`config.mk`:
```
export PLATFORM = sky130hd
export DESIGN_NAME = sme_dom_alu
export DESIGN_NICKNAME = d
export VERILOG_FILES = /design/src/rtl/sme_dom_alu_pkg.sv /design/src/rtl/sme_dom_alu_gadget.sv /design/src/rtl/sme_dom_alu.sv
export SDC_FILE = /design/constraint.sdc
export NUM_CORES = 1
export LEC_CHECK = 0
export CAP_MARGIN = 10
export CORE_ASPECT_RATIO = 0.9
export CORE_UTILIZATION = 23
export CTS_BUF_LIST = sky130_fd_sc_hd__clkbuf_8 sky130_fd_sc_hd__clkbuf_16
export CTS_CLUSTER_DIAMETER = 80
export DETAILED_ROUTE_END_ITERATION = 10
export GPL_TIMING_DRIVEN = 0
export PLACE_DENSITY = 0.39
export SETUP_SLACK_MARGIN = 0.15
export SLEW_MARGIN = 10
export SYNTH_ARGS = -nofsm -noshare
export SYNTH_HDL_FRONTEND = slang
export SYNTH_SLANG_ARGS = --single-unit
```
`constraint.sdc`:
```
create_clock -name g_clk -period 5.22 [get_ports g_clk]
set_input_delay 0.522 -clock g_clk [delete_from_list [all_inputs] [get_ports g_clk]]
set_output_delay 0.522 -clock g_clk [all_outputs]
set_load 0.1 [all_outputs]
```
`src/rtl/sme_dom_alu_pkg.sv`:
```
// sme_pkg: shared types and index helper for the DOM masked bitwise unit.
package sme_pkg;

  // Bitwise operation selector (ANDN computes rs1 & ~rs2).
  typedef enum logic [1:0] {
    SME_DOM_AND  = 2'b00,
    SME_DOM_OR   = 2'b01,
    SME_DOM_XOR  = 2'b10,
    SME_DOM_ANDN = 2'b11
  } sme_dom_op_t;

  // Control FSM states; ST_REFR is only reachable with the refresh build.
  typedef enum logic [2:0] {
    ST_IDLE = 3'd0,
    ST_MUL  = 3'd1,
    ST_COMP = 3'd2,
    ST_REFR = 3'd3,
    ST_DONE = 3'd4
  } sme_dom_alu_st_t;

  // Randomness word shared by the cross-domain pair (s, p); the same word
  // masks ands[s][p] and ands[p][s] so it cancels in the final recombination.
  // The diagonal (s == p) takes no randomness and returns 0.
  function automatic int sme_dom_rng_idx(input int s, input int p);
    int lo;
    int hi;
    if (s == p) begin
      return 0;
    end
    lo = (s < p) ? s : p;
    hi = (s < p) ? p : s;
    return lo + (hi * (hi - 1)) / 2;
  endfunction

endpackage

```
`src/rtl/sme_dom_alu_gadget.sv`:
```
// sme_dom_gadget: registered cross products and compression for share domain S.
module sme_dom_gadget
  import sme_pkg::*;
#(
  parameter int D = 3,
  parameter int N = 32,
  parameter int S = 0,
  localparam int RG = D * (D - 1) / 2
) (
  input  logic         g_clk,
  input  logic         g_resetn,
  input  logic         clr,
  input  logic         mul_en,
  input  logic         op_xor,
  input  logic [N-1:0] x,
  input  logic [N-1:0] y [D-1:0],
  input  logic [N-1:0] rng [RG-1:0],
  output logic [N-1:0] comp
);

  logic [N-1:0] ands_r     [D-1:0];
  logic [N-1:0] ands_nxt_s [D-1:0];

  // Cross products of this domain's x share with every y share, blinded off-diagonal.
  always_comb begin
    for (int p = 0; p < D; p++) begin
      ands_nxt_s[p] = {N{1'b0}};
      if (op_xor) begin
        ands_nxt_s[p] = (p == S) ? (x ^ y[p]) : {N{1'b0}};
      end else if (p == S) begin
        ands_nxt_s[p] = x & y[p];
      end else begin
        ands_nxt_s[p] = (x & y[p]) ^ rng[sme_dom_rng_idx(S, p)];
      end
    end
  end

  // Product register: the glitch barrier between domains before compression.
  always_ff @(posedge g_clk) begin
    if (!g_resetn || clr) begin
      for (int p = 0; p < D; p++) begin
        ands_r[p] <= {N{1'b0}};
      end
    end else if (mul_en) begin
      ands_r <= ands_nxt_s;
    end else begin
      ands_r <= ands_r;
    end
  end

  // Compression: XOR of the registered products of this domain only.
  always_comb begin
    comp = {N{1'b0}};
    for (int p = 0; p < D; p++) begin
      comp = comp ^ ands_r[p];
    end
  end

endmodule

```
`src/rtl/sme_dom_alu.sv`:
```
// sme_dom_alu: pipelined, handshaked DOM masked AND/OR/XOR/ANDN unit.
// Optional feature macro: SME_DOM_REFRESH_EN (adds a share-refresh stage).
module sme_dom_alu
  import sme_pkg::*;
#(
  parameter int D = 3,
  parameter int N = 32,
  localparam int RG = D * (D - 1) / 2,
`ifdef SME_DOM_REFRESH_EN
  localparam int RW = RG + D
`else
  localparam int RW = RG
`endif
) (
  input  logic         g_clk,
  input  logic         g_resetn,
  output logic         g_clk_req,
  input  logic         flush,
  input  logic         in_valid,
  output logic         in_ready,
  input  logic [1:0]   op,
  input  logic [N-1:0] rs1 [D-1:0],
  input  logic [N-1:0] rs2 [D-1:0],
  input  logic         rng_valid,
  output logic         rng_req,
  input  logic [N-1:0] rng [RW-1:0],
  output logic         out_valid,
  input  logic         out_ready,
  output logic [N-1:0] rd [D-1:0]
);

  sme_dom_alu_st_t state_r;
  sme_dom_alu_st_t state_nxt_s;
  sme_dom_op_t     op_s;

  logic accept_s;
  logic clr_s;
  logic mul_en_s;
  logic inv_x_s;
  logic inv_y_s;
  logic in_ready_r;
  logic out_valid_r;
  logic inv_rd_r;
  logic op_xor_r;

  logic [N-1:0] x_r     [D-1:0];
  logic [N-1:0] y_r     [D-1:0];
  logic [N-1:0] rng_r   [RW-1:0];
  logic [N-1:0] rd_r    [D-1:0];
  logic [N-1:0] g_rng_s [RG-1:0];
  logic [N-1:0] comp_s  [D-1:0];

  // Next-state logic: flush beats everything, DONE exit also scrubs shares.
  always_comb begin
    state_nxt_s = state_r;
    accept_s    = 1'b0;
    clr_s       = 1'b0;
    if (flush) begin
      state_nxt_s = ST_IDLE;
      clr_s       = 1'b1;
    end else begin
      case (state_r)
        ST_IDLE: begin
          if (in_valid && rng_valid) begin
            accept_s    = 1'b1;
            state_nxt_s = ST_MUL;
          end else begin
            state_nxt_s = ST_IDLE;
          end
        end
        ST_MUL:  state_nxt_s = ST_COMP;
`ifdef SME_DOM_REFRESH_EN
        ST_COMP: state_nxt_s = ST_REFR;
        ST_REFR: state_nxt_s = ST_DONE;
`else
        ST_COMP: state_nxt_s = ST_DONE;
`endif
        ST_DONE: begin
          if (out_ready) begin
            state_nxt_s = ST_IDLE;
            clr_s       = 1'b1;
          end else begin
            state_nxt_s = ST_DONE;
          end
        end
        default: begin
          state_nxt_s = ST_IDLE;
          clr_s       = 1'b1;
        end
      endcase
    end
  end

  // State register with registered handshake flags decoded from the next state.
  always_ff @(posedge g_clk) begin
    if (!g_resetn) begin
      state_r     <= ST_IDLE;
      in_ready_r  <= 1'b1;
      out_valid_r <= 1'b0;
    end else begin
      state_r     <= state_nxt_s;
      in_ready_r  <= (state_nxt_s == ST_IDLE);
      out_valid_r <= (state_nxt_s == ST_DONE);
    end
  end

  // Operation decode: which share-0 inversions turn OR/ANDN into an AND.
  always_comb begin
    op_s    = sme_dom_op_t'(op);
    inv_x_s = (op_s == SME_DOM_OR);
    inv_y_s = (op_s == SME_DOM_OR) || (op_s == SME_DOM_ANDN);
  end

  // Share datapath: capture at accept, compress in COMP, optional refresh.
  always_ff @(posedge g_clk) begin
    if (!g_resetn || clr_s) begin
      inv_rd_r <= 1'b0;
      op_xor_r <= 1'b0;
      for (int s = 0; s < D; s++) begin
        x_r[s]  <= {N{1'b0}};
        y_r[s]  <= {N{1'b0}};
        rd_r[s] <= {N{1'b0}};
      end
      for (int w = 0; w < RW; w++) begin
        rng_r[w] <= {N{1'b0}};
      end
    end else begin
      if (accept_s) begin
        inv_rd_r <= (op_s == SME_DOM_OR);
        op_xor_r <= (op_s == SME_DOM_XOR);
        for (int s = 0; s < D; s++) begin
          x_r[s] <= rs1[s] ^ {N{(s == 0) && inv_x_s}};
          y_r[s] <= rs2[s] ^ {N{(s == 0) && inv_y_s}};
        end
        for (int w = 0; w < RW; w++) begin
          rng_r[w] <= rng[w];
        end
      end
      if (state_r == ST_COMP) begin
        for (int s = 0; s < D; s++) begin
          rd_r[s] <= comp_s[s] ^ {N{(s == 0) && inv_rd_r}};
        end
      end
`ifdef SME_DOM_REFRESH_EN
      if (state_r == ST_REFR) begin
        for (int s = 0; s < D; s++) begin
          rd_r[s] <= rd_r[s] ^ rng_r[RG + s] ^ rng_r[RG + ((s + D - 1) % D)];
        end
      end
`endif
    end
  end

  // Gadget randomness: the first RG captured words.
  always_comb begin
    for (int w = 0; w < RG; w++) begin
      g_rng_s[w] = rng_r[w];
    end
  end

  assign mul_en_s = (state_r == ST_MUL);

  for (genvar s = 0; s < D; s++) begin : g_dom
    sme_dom_gadget #(
      .D (D),
      .N (N),
      .S (s)
    ) u_gadget (
      .g_clk    (g_clk),
      .g_resetn (g_resetn),
      .clr      (clr_s),
      .mul_en   (mul_en_s),
      .op_xor   (op_xor_r),
      .x        (x_r[s]),
      .y        (y_r),
      .rng      (g_rng_s),
      .comp     (comp_s[s])
    );
  end

  assign in_ready  = in_ready_r;
  assign out_valid = out_valid_r;
  assign rng_req   = in_ready_r & in_valid;
  assign g_clk_req = in_valid | (state_r != ST_IDLE);
  assign rd        = rd_r;

endmodule

```
; ---- After elaboration in Yosys (flattened, before gate mapping)
; Memories as Yosys holds them, arrays and structs flattened.
; Index checks and enable logic that the tools add are counted.
[word_totals]
register_bits = 487
ramBits = 192
in_bits = 296
output_inout_bits = 100
wordCells = 102
memories = 2
[memory_table]
columns = memory, depth, width, read_ports, rd_ports_with_merged_regs, write_ports, line_no
row1 = rng_r, 3, 32, 3, 0, 3, sme_dom_alu.sv:48  ; logic [N-1:0] rng_r [RW-1:0];
row2 = x_r, 3, 32, 3, 0, 3, sme_dom_alu.sv:46  ; logic [N-1:0] x_r [D-1:0];
[classes]
eq_ne = 7
muxes = 30
bitwise = 35
reduce_logical = 8
[ops]
columns = op, n
row1 = 32-bit bitwise XOR, 18
row2 = 32-bit 2-to-1 mux, 15
row3 = 32-bit AND, 9
row4 = 3-bit one-hot mux with 4 select lines, 1
row5 = 1-bit 2-to-1 mux, 11
row6 = 1-bit OR, 7
row7 = "3-bit == test, second input constant", 2
row8 = 3-bit zero test, 2
row9 = 3-bit 2-to-1 mux, 2
row10 = "2-bit == test, second input constant", 2
row11 = "3-bit by 1-bit == test with 1-bit output, second input constant", 1
row12 = "3-bit by 2-bit == test with 1-bit output, second input constant", 1
row13 = 3-bit nonzero test, 1
row14 = 3-bit OR reduction, 1
row15 = "2-bit by 1-bit == test with 1-bit output, second input constant", 1
row16 = 1-bit logical OR, 2
row17 = 1-bit one-hot mux with 2 select lines, 1
row18 = 1-bit AND, 1
row19 = 1-bit logical AND, 1
row20 = 1-bit zero test, 1

; ---- Logic depth before layout (Yosys ltp)
[logic_depth]
ltp_word = 8
ltp_mapped = 8
depth_no_buf = 3

; ---- Hierarchy
; A second synthesis with hierarchy kept.
[hier_totals]
hier_cells = 2906
area_unflattened_um2 = 30917.2
[modules_own_cells]
columns = module, n_inst, cells_per_inst, area_each_um2, seq_area_each_um2
row1 = sme_dom_alu, 1, 1373, 15203.3, 9749.4
row2 = sme_dom_gadget (g_dom[0].u_gadget ...), 2, 511, 5237.5, 1921.8
row3 = sme_dom_gadget (g_dom[2].u_gadget), 1, 511, 5238.8, 1921.8

; ---- Least setup slack after synthesis
; Ideal clock, no wire load.
[synth_timing]
path_kind = register to register
startpoint = register state_r[1]
endpoint = memory rng_r[0][0], enable pin
setup_ps = 472
arrival_time_ps = 3665
t_required_ps = 4748
setup_slack_ps = 1083
stages_incl_launch_ff = 7
path_buffers = 3
synth_period_minus_slack_ps = 4137
cell_sequence = dfxtp_1 > buf_6 > or3_4 > buf_6 > buf_6 > nor2_1 > or2_2
[synth_lines]
columns = element, line_no
row1 = "start, declared", sme_dom_alu.sv:32  ; sme_dom_alu_st_t state_r;
row2 = "start signal, assigned", sme_dom_alu.sv:101  ; state_r <= state_nxt_s;
row3 = "end, declared", sme_dom_alu.sv:48

; ---- Worst setup path after layout
[layout_timing]
startpoint = register state_r[2]
endpoint = output port g_clk_req
[layout_via]
elab_chain_len = 2
[layout_lines]
columns = element, line_no
row1 = 3-bit nonzero test, sme_dom_alu.sv:184  ; assign g_clk_req = in_valid | (state_r != ST_IDLE);
row2 = 1-bit OR, sme_dom_alu.sv:184
row3 = "end, declared", sme_dom_alu.sv:17  ; output logic g_clk_req,
; No other way between the ends.

==> qor.txt <==
==============================================================================
Status .......................................................... complete, no violations
Top-level port count ............................................          396
Minimum clock period ............................................     4.665 ns
Maximum clock insertion buffer count ............................            3
Number of remaining DRC errors ..................................            0
Non-filler cells, final .........................................         5623
Main combinational cell family by area after synthesis .......... compound AO/OA/AOI/OAI gates
HPWL after DPL ..................................................    113100 um
Final wirelength ................................................    152000 um
Buffers and inverters on the worst path .........................            4
Die ar. ......................................................... 0.1421 sq mm
Worst-path clk slew .............................................      0.06 ns
Xor/xnor cell area share of the yosys netlist ...................       9.037%
Crit path from ..................................................   state_r[2]
Pwr/cell area ................................................... 319.9 mW/mm^2
Worst endpoint required time ....................................      4.70 ns
Synth Area per Inst .............................................  10.07 sq um
Gr ovfl total ...................................................            0
TritonCTS clock tree ............................................          yes
Fraction of registers with async set/reset ......................           0%
Initial Util ....................................................       23.17%
Type of origin of the critical path .............................    flip-flop
Post-DP Area .................................................... 0.03872 sq mm
Min-Delay Path Class ............................................ input pin to flip-flop
Fillers .........................................................        14780
Fin Setup TNS ...................................................         0 ns
Yosys warns .....................................................            0
Mapped Nets .....................................................         3603
Fin. Hold Viols .................................................            0
Initial antenna violation count .................................           13
Simple-gate portion of the synthesized area .....................       15.48%
Number of global-route vias before repair .......................        25330
Startpoint of the worst-slack reg-to-reg timing path ............   state_r[2]
Port Buffer Count ...............................................          394
Gate Count Post-Synth ...........................................         3211
Multiplexer area fraction after synthesis .......................       2.971%
Clock tree root driver cell ..................................... sky130_fd_sc_hd__clkbuf_16
Worst voltage drop across the vdd grid ..........................  0.0002236 V
Most used cell, CP .............................................. sky130_fd_sc_hd__clkbuf_1
TritonCTS sink count ............................................          679
Worst clock skew ................................................   0.03201 ns
Most common library cell in the layout ignoring fill and taps ... sky130_fd_sc_hd__dfxtp_1
Critical path cell sequence ..................................... clkbuf_1 > nor3_1 > clkbuf_1 > clkbuf_1 > nand2b_1 > clkdlybuf4s50_1
Adder and majority gate portion of the synthesized area .........       3.714%
Global-route track usage on met3 ................................       4.194%
Ratio of final minimum period to clock period ...................       89.36%
Post-route cell area ............................................ 0.04162 sq mm
Cell area after synthesis ....................................... 0.03234 sq mm
Routed wirelength normalized by instance count ..................     27.04 um
Cts bufs inserted ...............................................           86
Predominant post-synthesis flop cell ............................ sky130_fd_sc_hd__dfxtp_1
Area added between synthesis and finish .........................       28.70%
RSZ-0062 raised after global routing ............................        false
Area of all sequential standard cells ........................... 0.01551 sq mm
Worst Slack Setup Final .........................................    0.5554 ns
Detail-routed via count per cell ................................        4.690
Worst min-delay path startpoint .................................      rs2[95]
# setup viols final .............................................            0
Clock latency at the later pin of the worst-skew pair ...........      0.69 ns
Maximum fanout along the worst path .............................           10
Met1 Resource Use GR ............................................       29.22%
Width of the chip ...............................................     397.3 um
Number of max-cap violations ....................................            0
Max incr delay on CP ............................................      1.00 ns
#FFs+latches synth ..............................................          679
Ratio of cells with drive above 1 in the final layout ...........       4.668%
Final-stage net count ...........................................         4090
Number of instances resized during post-cts repair ..............            0
Remaining max-slew budget at the tightest pin ...................       5.152%
Max-slew violations .............................................            0
Share of synthesized area occupied by flip-flops and latches ....       47.97%
First-pass GRT wire length ......................................    205800 um
Fmax ............................................................   0.2144 GHz
Number of cells after detailed placement ........................         5458
Family with the most delay on the worst path .................... buffers and inverters
Area inside the core boundary ................................... 0.1396 sq mm
Largest net degree at the start of global routing ...............           42
Share of the synthesized area in compound gates (AO/OA/AOI/OAI) .       17.75%
Overall via count from detail_route .............................        26370
Busiest layer in global routing .................................         met2
GRT Total Usage .................................................       20.98%
Post-synth EDFFs ................................................          192
Multi-input combinational cell area ............................. 0.01583 sq mm
Data arrival time at the worst-slack endpoint ...................      4.14 ns
Post-synth cell types ...........................................           35
Number of hold buffers added after CTS ..........................            0
Worst path slowest cell ......................................... sky130_fd_sc_hd__clkdlybuf4s50_1
Post-CTS Setup Repair Bufs ......................................            0
Drt initial violations ..........................................         1825
Worst Setup Slack post-DPL ......................................    0.8632 ns
Highest-count cells in the layout ignoring fill and taps ........ 487 x sky130_fd_sc_hd__dfxtp_1, 394 x sky130_fd_sc_hd__clkdlybuf4s50_1, 356 x sky130_fd_sc_hd__a21oi_1
Number of standard-cell rows in the floorplan ...................          130
Pin slew with the least headroom to its limit ...................     1.423 ns
GR met2 Demand/Resource .........................................       32.41%
Routability congestion estimate from global placement ...........       0.8171
Final ANT Viol Nets .............................................            0
Critical path endpoint category ................................. primary output
Critical path class ............................................. flip-flop to primary output
Clock H-tree levels .............................................            3
Iteration count of the initial detailed-routing pass ............            4
Total leakage power .............................................     14.67 nW
Vertical die dimension ..........................................     357.7 um
==============================================================================
-- metrics by stage --
| step | total power [mW] | hold slack [ns] | util [%] |
|---|---|---|---|
| after floorplan | 6.446 | 0.4324 | - |
| after global placement | 7.237 | 0.4392 | 27.66 |
| after detailed placement | 7.239 | 0.4446 | 27.74 |
| after CTS | 13.46 | 0.3439 | 29.82 |
| after global routing | 13.75 | 0.3871 | 29.82 |
| final | 13.31 | 0.4059 | 29.82 |
-- cell type report --
class	instances	share of cell area, %
Timing Repair Buffer	399	9.752
Buffer	225	2.396
Antenna cell	5	0.03006
Tap cell	1848	5.555
Clock inverter	56	1.049
Multi-Input combinational cell	2307	38.04
Sequential cell	679	37.28
Clock buffer	104	5.901
-- final timing paths --
check / to / slack [ns] / cells past startpoint
min reg2reg: rd[88] / 0.45 / 2
max reg2reg: x_r[0][72] / 1.88 / 7
max: g_clk_req / 0.56 / 6
min: y_r[95] / 0.41 / 3
-- sequential cells by signal, summed over array words and instances (netlist names) --
| register | cells |
|---|---|
| rd | 96 |
| out_valid | 1 |
| y_r | 96 |
| rng_r | 96 |
| op_xor_r | 1 |
| inv_rd_r | 1 |
| in_ready | 1 |
| x_r | 96 |
| g_dom.u_gadget.ands_r | 288 |
| state_r | 3 |
-- routing by layer --
layer | vias to the layer above | part of all wire, %
met2 | 830 | 44
met5 | - | 0.014
met4 | 4 | 2.9
met3 | 192 | 6.5
li1 | 12430 | -
met1 | 12920 | 47
-- worst register-to-register path, cell delays in order, from the launching register on --
cell and delay [ns]:
sky130_fd_sc_hd__dfxtp_1 0.33, sky130_fd_sc_hd__clkbuf_1 0.32, sky130_fd_sc_hd__o21ai_0 0.15, sky130_fd_sc_hd__a21oi_1 0.45, sky130_fd_sc_hd__clkbuf_1 0.53, sky130_fd_sc_hd__or2_4 0.61, sky130_fd_sc_hd__buf_16 0.31, sky130_fd_sc_hd__buf_12 0.28
-- cell usage after synthesis, drive strengths merged, types with 44 or more instances --
cell      n  share of area (%)
dfxtp   487                 30
nand2   320                3.7
clkbuf  181                2.1
nor2    162                1.9
buf      44               0.97
xnor2   160                4.3
a21oi   356                5.5
o21ai   259                4.0
and2    161                3.1
a211oi  162                3.8
and3b   193                5.2
a21boi  192                4.5
ha       96                3.7
xor3     64                4.7
edfxtp  192                 18
nand3    65                1.0
mux2i    96                3.0
-- cell families after synthesis --
kind of cell,count (synthesis)
AO/OA/AOI/OAI,970
XOR/XNOR,224
adder cells (fa/ha/maj),96
buffers and inverters,225
flip-flops,679
multiplexers,96
AND/OR/NAND/NOR,921
-- power by group --
part	switching, mW	internal (mW)	leakage [nW]	total [mW]
clock	2.56	3.63	1.49	6.19
sequential	0.246	5.62	6.00	5.86
combinational	0.744	0.519	7.18	1.26
(Power assumes the default switching activity.)
